### src/rtl/fact_pkg.sv
// Shared types and constants for the factorial datapath.
// Optional overflow tracking is enabled by defining FACT_OVF_DETECT_EN.
package fact_pkg;

    localparam int OPR_W_DEF = 64;
    localparam int RES_W_DEF = 128;

    localparam int DONE_BIT = 0;
    localparam int OVF_BIT  = 1;

    typedef enum logic [2:0] {
        IDLE,
        LOAD,
        MUL,
        CHK,
        DONE
    } state_t;

endpackage

### src/rtl/fact_mul_seq.sv
// Radix-2 shift-add multiplier, one multiplier bit per cycle for OPR_W cycles.
// With FACT_OVF_DETECT_EN the accumulator is widened so carries past RES_W are seen.
module fact_mul_seq
    import fact_pkg::*;
#(
    parameter int OPR_W = OPR_W_DEF,
    parameter int RES_W = RES_W_DEF
) (
    input  logic             clk,
    input  logic             reset,
    input  logic             clr,
    input  logic             go,
    input  logic [RES_W-1:0] mcand,
    input  logic [OPR_W-1:0] mplier,
    output logic [RES_W-1:0] product,
    output logic             ovf,
    output logic             valid
);

`ifdef FACT_OVF_DETECT_EN
    localparam int ACC_W = RES_W + OPR_W;
`else
    localparam int ACC_W = RES_W;
`endif
    localparam int CNT_W = $clog2(OPR_W + 1);

    logic [ACC_W-1:0] acc_reg;
    logic [ACC_W-1:0] mc_reg;
    logic [OPR_W-1:0] mp_reg;
    logic [CNT_W-1:0] cnt_reg;

    always_ff @(posedge clk or posedge reset) begin
        if (reset) begin
            acc_reg <= '0;
            mc_reg  <= '0;
            mp_reg  <= '0;
            cnt_reg <= '0;
        end else if (clr) begin
            acc_reg <= '0;
            mc_reg  <= '0;
            mp_reg  <= '0;
            cnt_reg <= '0;
        end else if (go) begin
            acc_reg <= '0;
            mc_reg  <= ACC_W'(mcand);
            mp_reg  <= mplier;
            cnt_reg <= CNT_W'(OPR_W);
        end else if (cnt_reg != '0) begin
            if (mp_reg[0]) begin
                acc_reg <= acc_reg + mc_reg;
            end
            mc_reg  <= mc_reg << 1;
            mp_reg  <= mp_reg >> 1;
            cnt_reg <= cnt_reg - CNT_W'(1);
        end
    end

    // valid marks the final step: product is complete on the following cycle,
    // which is exactly when the controller sits in CHK and consumes it.
    assign valid   = (cnt_reg == CNT_W'(1));
    assign product = acc_reg[RES_W-1:0];

`ifdef FACT_OVF_DETECT_EN
    assign ovf = |acc_reg[ACC_W-1:RES_W];
`else
    assign ovf = 1'b0;
`endif

endmodule

### src/rtl/factorial_core.sv
// Iterative factorial engine: N! via repeated sequential multiplies.
// Define FACT_OVF_DETECT_EN to report a sticky overflow in op_done[1].
module factorial_core
    import fact_pkg::*;
#(
    parameter int OPR_W = OPR_W_DEF,
    parameter int RES_W = RES_W_DEF
) (
    input  logic             clk,
    input  logic             reset,
    input  logic             op_start,
    input  logic             op_clear,
    input  logic             intr_en,
    input  logic [OPR_W-1:0] operand,
    output logic [1:0]       op_done,
    output logic [63:0]      result_h,
    output logic [63:0]      result_l,
    output logic             busy,
    output logic             intr
);

    state_t           state_reg, state_next;
    logic             start_d_reg;
    logic [OPR_W-1:0] n_reg;
    logic [OPR_W-1:0] count_reg;
    logic [RES_W-1:0] result_reg;
    logic             done_reg;

    logic             start_edge;
    logic [OPR_W-1:0] count_dec;
    logic             mul_go;
    logic [RES_W-1:0] mul_mcand;
    logic [OPR_W-1:0] mul_mplier;
    logic [RES_W-1:0] mul_product;
    logic             mul_ovf;
    logic             mul_valid;

    assign start_edge = op_start & ~start_d_reg;
    assign count_dec  = count_reg - OPR_W'(1);

    always_ff @(posedge clk or posedge reset) begin
        if (reset) begin
            state_reg <= IDLE;
        end else begin
            state_reg <= state_next;
        end
    end

    always_comb begin
        state_next = state_reg;
        mul_go     = 1'b0;
        mul_mcand  = '0;
        mul_mplier = '0;
        if (op_clear) begin
            state_next = IDLE;
        end else begin
            case (state_reg)
                IDLE: if (start_edge) state_next = LOAD;
                LOAD: begin
                    if (n_reg < OPR_W'(3)) begin
                        state_next = DONE;
                    end else begin
                        state_next = MUL;
                        mul_go     = 1'b1;
                        mul_mcand  = RES_W'(n_reg);
                        mul_mplier = n_reg - OPR_W'(1);
                    end
                end
                MUL:  if (mul_valid) state_next = CHK;
                CHK: begin
                    if (count_dec < OPR_W'(2)) begin
                        state_next = DONE;
                    end else begin
                        state_next = MUL;
                        mul_go     = 1'b1;
                        mul_mcand  = mul_product;
                        mul_mplier = count_dec;
                    end
                end
                DONE: if (start_edge) state_next = LOAD;
                default: state_next = IDLE;
            endcase
        end
    end

    // done is set one cycle after entering DONE, so a restart that lands on
    // that first DONE cycle never shows a stale done pulse.
    always_ff @(posedge clk or posedge reset) begin
        if (reset) begin
            start_d_reg <= 1'b0;
            n_reg       <= '0;
            count_reg   <= '0;
            result_reg  <= '0;
            done_reg    <= 1'b0;
        end else begin
            start_d_reg <= op_start;
            if (op_clear) begin
                result_reg <= '0;
                done_reg   <= 1'b0;
            end else begin
                case (state_reg)
                    IDLE: begin
                        if (start_edge) begin
                            n_reg    <= operand;
                            done_reg <= 1'b0;
                        end
                    end
                    LOAD: begin
                        if (n_reg < OPR_W'(3)) begin
                            result_reg <= (n_reg == '0) ? RES_W'(1) : RES_W'(n_reg);
                        end else begin
                            count_reg <= n_reg - OPR_W'(1);
                        end
                    end
                    CHK: begin
                        result_reg <= mul_product;
                        count_reg  <= count_dec;
                    end
                    DONE: begin
                        if (start_edge) begin
                            n_reg    <= operand;
                            done_reg <= 1'b0;
                        end else begin
                            done_reg <= 1'b1;
                        end
                    end
                    default: ;
                endcase
            end
        end
    end

`ifdef FACT_OVF_DETECT_EN
    logic ovf_reg;

    always_ff @(posedge clk or posedge reset) begin
        if (reset) begin
            ovf_reg <= 1'b0;
        end else if (op_clear) begin
            ovf_reg <= 1'b0;
        end else if (start_edge && (state_reg == IDLE || state_reg == DONE)) begin
            ovf_reg <= 1'b0;
        end else if (state_reg == CHK) begin
            ovf_reg <= ovf_reg | mul_ovf;
        end
    end

    assign op_done[OVF_BIT] = ovf_reg;
`else
    logic ovf_unused;
    assign ovf_unused       = mul_ovf;
    assign op_done[OVF_BIT] = 1'b0;
`endif

    fact_mul_seq #(
        .OPR_W (OPR_W),
        .RES_W (RES_W)
    ) u_mul (
        .clk     (clk),
        .reset   (reset),
        .clr     (op_clear),
        .go      (mul_go),
        .mcand   (mul_mcand),
        .mplier  (mul_mplier),
        .product (mul_product),
        .ovf     (mul_ovf),
        .valid   (mul_valid)
    );

    assign op_done[DONE_BIT] = done_reg;
    assign result_h          = result_reg[RES_W-1 -: 64];
    assign result_l          = result_reg[63:0];
    assign busy              = (state_reg != IDLE) && (state_reg != DONE);
    assign intr              = intr_en & op_done[DONE_BIT];

endmodule
### config.mk
export PLATFORM = sky130hd
export DESIGN_NAME = factorial_core
export DESIGN_NICKNAME = d
export VERILOG_FILES = /design/src/rtl/fact_pkg.sv /design/src/rtl/fact_mul_seq.sv /design/src/rtl/factorial_core.sv
export SDC_FILE = /design/constraint.sdc
export NUM_CORES = 2
export LEC_CHECK = 0
export BUFFER_PORTS_ARGS = -buffer_cell sky130_fd_sc_hd__buf_2
export CORE_ASPECT_RATIO = 2
export CORE_UTILIZATION = 41
export CTS_BUF_LIST = sky130_fd_sc_hd__clkbuf_8 sky130_fd_sc_hd__clkbuf_16
export CTS_CLUSTER_SIZE = 20
export DETAILED_ROUTE_END_ITERATION = 10
export PLACE_DENSITY = 0.66
export SETUP_SLACK_MARGIN = 0.02
export SYNTH_ARGS = -nofsm -noshare
export SYNTH_HDL_FRONTEND = slang
export SYNTH_SLANG_ARGS = --single-unit
### constraint.sdc
create_clock -name clk -period 36 [get_ports clk]
set_input_delay 7.2 -clock clk [delete_from_list [all_inputs] [get_ports clk]]
set_output_delay 7.2 -clock clk [all_outputs]
set_load 0.02 [all_outputs]
# ---- After elaboration in Yosys (flattened, before gate mapping)
# Cells that the tools add are included.
dict set report word_totals {
  output_inout_bits 132
  register_bits 588
  input_bits 69
  wordCells 87
}
dict set report classes {
  bitwise_logic 4
  n_eq_ne 11
  add_sub_neg 4
  magnitude_cmp 2
  n_reduce_logical 17
  mux 39
}
# op n
set ops {}
lappend ops {{$mux W128} 10}
lappend ops {{$mux W64} 8}
lappend ops {{$pmux W128 S2} 2}
lappend ops {{$pmux W64 S2} 2}
lappend ops {{$add A128 B128 Y128} 1}
lappend ops {{$lt A64 B2 Y1 const B} 2}
lappend ops {{$sub A64 B1 Y64 const B} 2}
lappend ops {{$logic_not A64 Y1} 1}
lappend ops {{$mux W7} 3}
lappend ops {{$mux W3} 5}
lappend ops {{$reduce_bool A3 Y1} 5}
lappend ops {{$ne A3 B3 Y1 const B} 4}
lappend ops {{$pmux W3 S4} 1}
lappend ops {{$reduce_and A2 Y1} 4}
lappend ops {{$eq A7 B1 Y1 const B} 1}
lappend ops {{$reduce_bool A7 Y1} 1}
lappend ops {{$sub A7 B1 Y7 const B} 1}
lappend ops {{$eq A3 B2 Y1 const B} 2}
lappend ops {{$mux W1} 6}
lappend ops {{$reduce_and A3 Y1} 2}
lappend ops {{$pmux W1 S2} 2}
lappend ops {{$eq A3 B1 Y1 const B} 1}
lappend ops {{$eq A3 B3 Y1 const B} 1}
lappend ops {{$logic_not A3 Y1} 1}
lappend ops {{other kinds (7)} 9}

# ---- Depth between registers and ports, before layout
dict set report logic_depth {
  depth_word 7
  ltp_mapped 22
  ltp_nobuf 16
}

# ---- Hierarchy
# From an unflattened synthesis, not the netlist that was laid out.
dict set report hier_totals {
  cells_unflattened 4739
  hier_area_um2 38278.0
}
# mod cells_per_inst area_each_um2 instances
set by_module_without_submodules {}
lappend by_module_without_submodules {fact_mul_seq 3185 23274.8 1}
lappend by_module_without_submodules {factorial_core 1554 15003.1 1}

# ---- Worst setup path after synthesis
# Ideal clock, no wire load.
dict set report synth_timing {
  path_type {input-to-output}
  from {input intr_en}
  to {output intr}
  slack_ns 21.384
  required_ns 28.800
  path_buffers 0
  path_stages 1
  t_arrival_ns 7.416
  cell_sequence {and2_1}
}
dict set report synth_between {
  elab_chain_cells 1
}
# item line_no
set synth_lines {}
lappend synth_lines {{start, declared} factorial_core.sv:13} ;# input logic intr_en,
lappend synth_lines {{$and A1 B1 Y1} factorial_core.sv:174} ;# assign intr = intr_en & op_done[DONE_BIT];
lappend synth_lines {{end, declared} factorial_core.sv:19} ;# output logic intr
# Every way passes these cells.

# ---- Worst setup path in the final report
# Same ends and word-level chain as after synthesis.

==> out/metrics.csv <==
metric,value,unit
register area share after synthesis,41.7,%
die width,209,um
Initial Util,41.5,%
Simple-Gate Fraction of Synth Area,16.9,%
initial antenna violation count,3,
"Clk Latency, worst-skew pair",670,ps
grt ovf,0,
min-delay src,u_mul.mp_reg[16]$_DFFE_PP0P_,
P_leak,17.4,nW
Detail Route Antenna Nets,0,
Crit Path Class,primary input to primary output,
die height,417,um
Setup Viol. Count Final,0,
Iter 0 DRT Violations,2340,
worst slew pin tran,1100,ps
max-cap viol count,0,
H-tree depth,2,
detailed placement HPWL,86.7,mm
synthesized cell area,35200,um2
highest clock rate,0.0676,GHz
Clock Sinks,588,
DR vias,31600,
Root Buffer,clkbuf_16,
status,"complete, no violations",
layout cells sized above 1,10.7,%
pin count of the biggest net entering global routing,102,
number of buffers added on ports,199,
ys flop type,dfrtp_1,
"CP delay by family, top",buffers and inverters,
worst r2r src,count_reg[0]$_DFFE_PP0P_,
vias in the first global route,31800,
core area,84800,um2
Vias/cell,6.09,
Critical Path Source,intr_en,
worst min path class,flop to flop,
clock tree buffer depth,3,
Synth async-reset ratio,100,%
syn nets,4250,
io pins,201,
Final min period,14790,ps
xor-xnor portion of the synthesized cell area,5.99,%
die area,87200,um2
Hold Slack,479,ps
Post-Synth Adder-Cell Area,4.78,%
Ys Warns,0,
synthesized flop and latch total,588,
Worst setup SP type,primary input,
nets,4263,
mux cell area share after synthesis,4.06,%
sum of negative setup slack,0,ps
final hold vios,0,
Crit-path slowest cell,buf_2,
DRC,0,
cell row count,151,
Synth cell types,73,
drt pass-1 iters,5,
post-CTS resize count,0,
crit path max fanout,1,
Worst slew margin,26.7,%
Final Wtd Congestion,0.998,
fin util,45.8,%
hold buffers post-CTS,0,
crit path capture type,primary output,
synthesized instance count,4047,
first-pass GRT wire length,185,mm
post-synthesis compound-gate area fraction,22.6,%
CTS buffer count,57,
"Buf+Inv Stages, Crit Path",2,
syn_area_per_cell,8.71,um2
cell breakdown of the critical path,buf_2 > and2_1 > buf_2,
peak supply drop,0.0534,mV
All-Layer GR Usage,27.5,%
Worst-path clk slew,60,ps
CP max stage delay,150,ps
CTS tree,built,
period utilisation layout,41.1,%
clk_skew,28.4,ps
Area Overhead vs Synth,10.2,%
Post-synth EDFFs,0,
CP Data Required Time,28800,ps
Power Density,56.8,nW/um2
main combinational cell family by area after synthesis,compound AO/OA/AOI/OAI gates,
WL/cell,23.5,um
Pins Over Slew Limit,0,
RSZ-0062 raised after global routing,no,
number of setup buffers added after CTS,0,
WL final,122,mm
most used cell along the critical path,buf_2,
arrival time worst endpoint,7590,ps
[layout make-up]
class                   instances  area, um2
repair buffers                244       1340
diodes                          3       7.51
inverters                      61        236
clock inverters                34        297
clock buffers                  72       1660
flip-flops and latches        588      14700
well taps                    1071       1340
multi-input cells            3108      19300
fillers                      8360      46000
[final timing paths]
path	end	slack [ps]	cells after the start
max reg2reg	u_mul.product[121]$_DFFE_PP0P_	28570	17
max in group asynchronous	n_reg[10]$_DFFE_PP0P_	26460	5
min reg2reg	u_mul.mp_reg[16]$_DFFE_PP0P_	480	2
max	intr	21210	3
min in group asynchronous	result_reg[74]$_DFFE_PP0P_	6580	2
min	u_mul.mp_reg[16]$_DFFE_PP0P_	480	2
[tightest hold or removal path, delay by kind of cell (launching register included)]
kind            cells  cell delay, ps
compound gates      1              60
simple gates        1              50
flops               1             340
[cell usage in the layout (no fill, tap or decap), types with 10 or more instances in the layout]
cell type and n:
a21o_1 86, o21a_1 38, clkbuf_16 59, or3_1 28
o22ai_1 89, or4_1 17, a22oi_1 147, clkbuf_8 13
and2_1 10, a211oi_1 12, and3_1 15, inv_1 72
o31ai_1 14, a31oi_1 14, xnor2_1 152, o21ai_0 272
a21oi_1 379, nor2_1 407, nand2b_1 20, nand4_1 55
nor3_1 110, xor2_1 89, nand3_1 65, a22o_1 79
nor4_1 46, o21bai_1 28, mux2i_1 71, mux2_2 64
buf_2 198, buf_4 46, dfrtp_1 588, ha_1 133
a221oi_1 36, o21ai_1 21, nand2_1 470, o211ai_1 11
nor2b_1 12
[through the flow]
step / setup slack [ps] / std cells / power [mW] / cell area (um2)
after global placement: 21200 / 5072 / 1.56 / 36900
final: 21210 / 5181 / 2.21 / 38800
after CTS: 21210 / 5178 / 2.21 / 38800
after global routing: 21190 / 5178 / 2.31 / 38800
after detailed placement: 21210 / 5072 / 1.57 / 36900
after floorplan: 12350 / 4047 / 1.35 / 35200
[routing by layer]
layer / wire length (um) / track usage [%] / vias to the layer above / share of wire (%)
met3: 5490 / 3.05 / 378 / 4.5
met1: 42900 / 28.8 / 15500 / 35
li1: - / - / 14600 / -
met2: 63500 / 50.5 / 1055 / 52
met4: 9690 / 19.8 / 4 / 8.0
met5: 27 / 0 / - / 0.022
[kinds of logic (layout without fill, tap and decap cells)]
kind of cell	count (synthesis)	count (layout)
AO/OA/AOI/OAI	1277	1277
multiplexers	135	135
adder cells (fa/ha/maj)	134	134
other	1	4
AND/OR/NAND/NOR	1320	1320
flip-flops	588	588
XOR/XNOR	241	241
buffers and inverters	351	411
[where the power goes]
group / total, mW / internal (mW) / switching, mW
Sequential: 0.901 / 0.760 / 0.141
Combinational: 0.670 / 0.241 / 0.429
Clock: 0.635 / 0.353 / 0.282
[synthesized netlist by cell type, types with 86 or more instances]
| cell | n | area [um2] |
|---|---|---|
| a21o_1 | 86 | 646 |
| a21oi_1 | 380 | 1900 |
| a22oi_1 | 147 | 1100 |
| clkbuf_1 | 246 | 923 |
| dfrtp_1 | 588 | 14700 |
| ha_1 | 133 | 1660 |
| nand2_1 | 477 | 1790 |
| nor2_1 | 410 | 1540 |
| nor3_1 | 111 | 556 |
| o21ai_0 | 273 | 1370 |
| o22ai_1 | 89 | 557 |
| xnor2_1 | 152 | 1330 |
| xor2_1 | 89 | 780 |
Note: power is estimated with default switching activity, not from simulation.
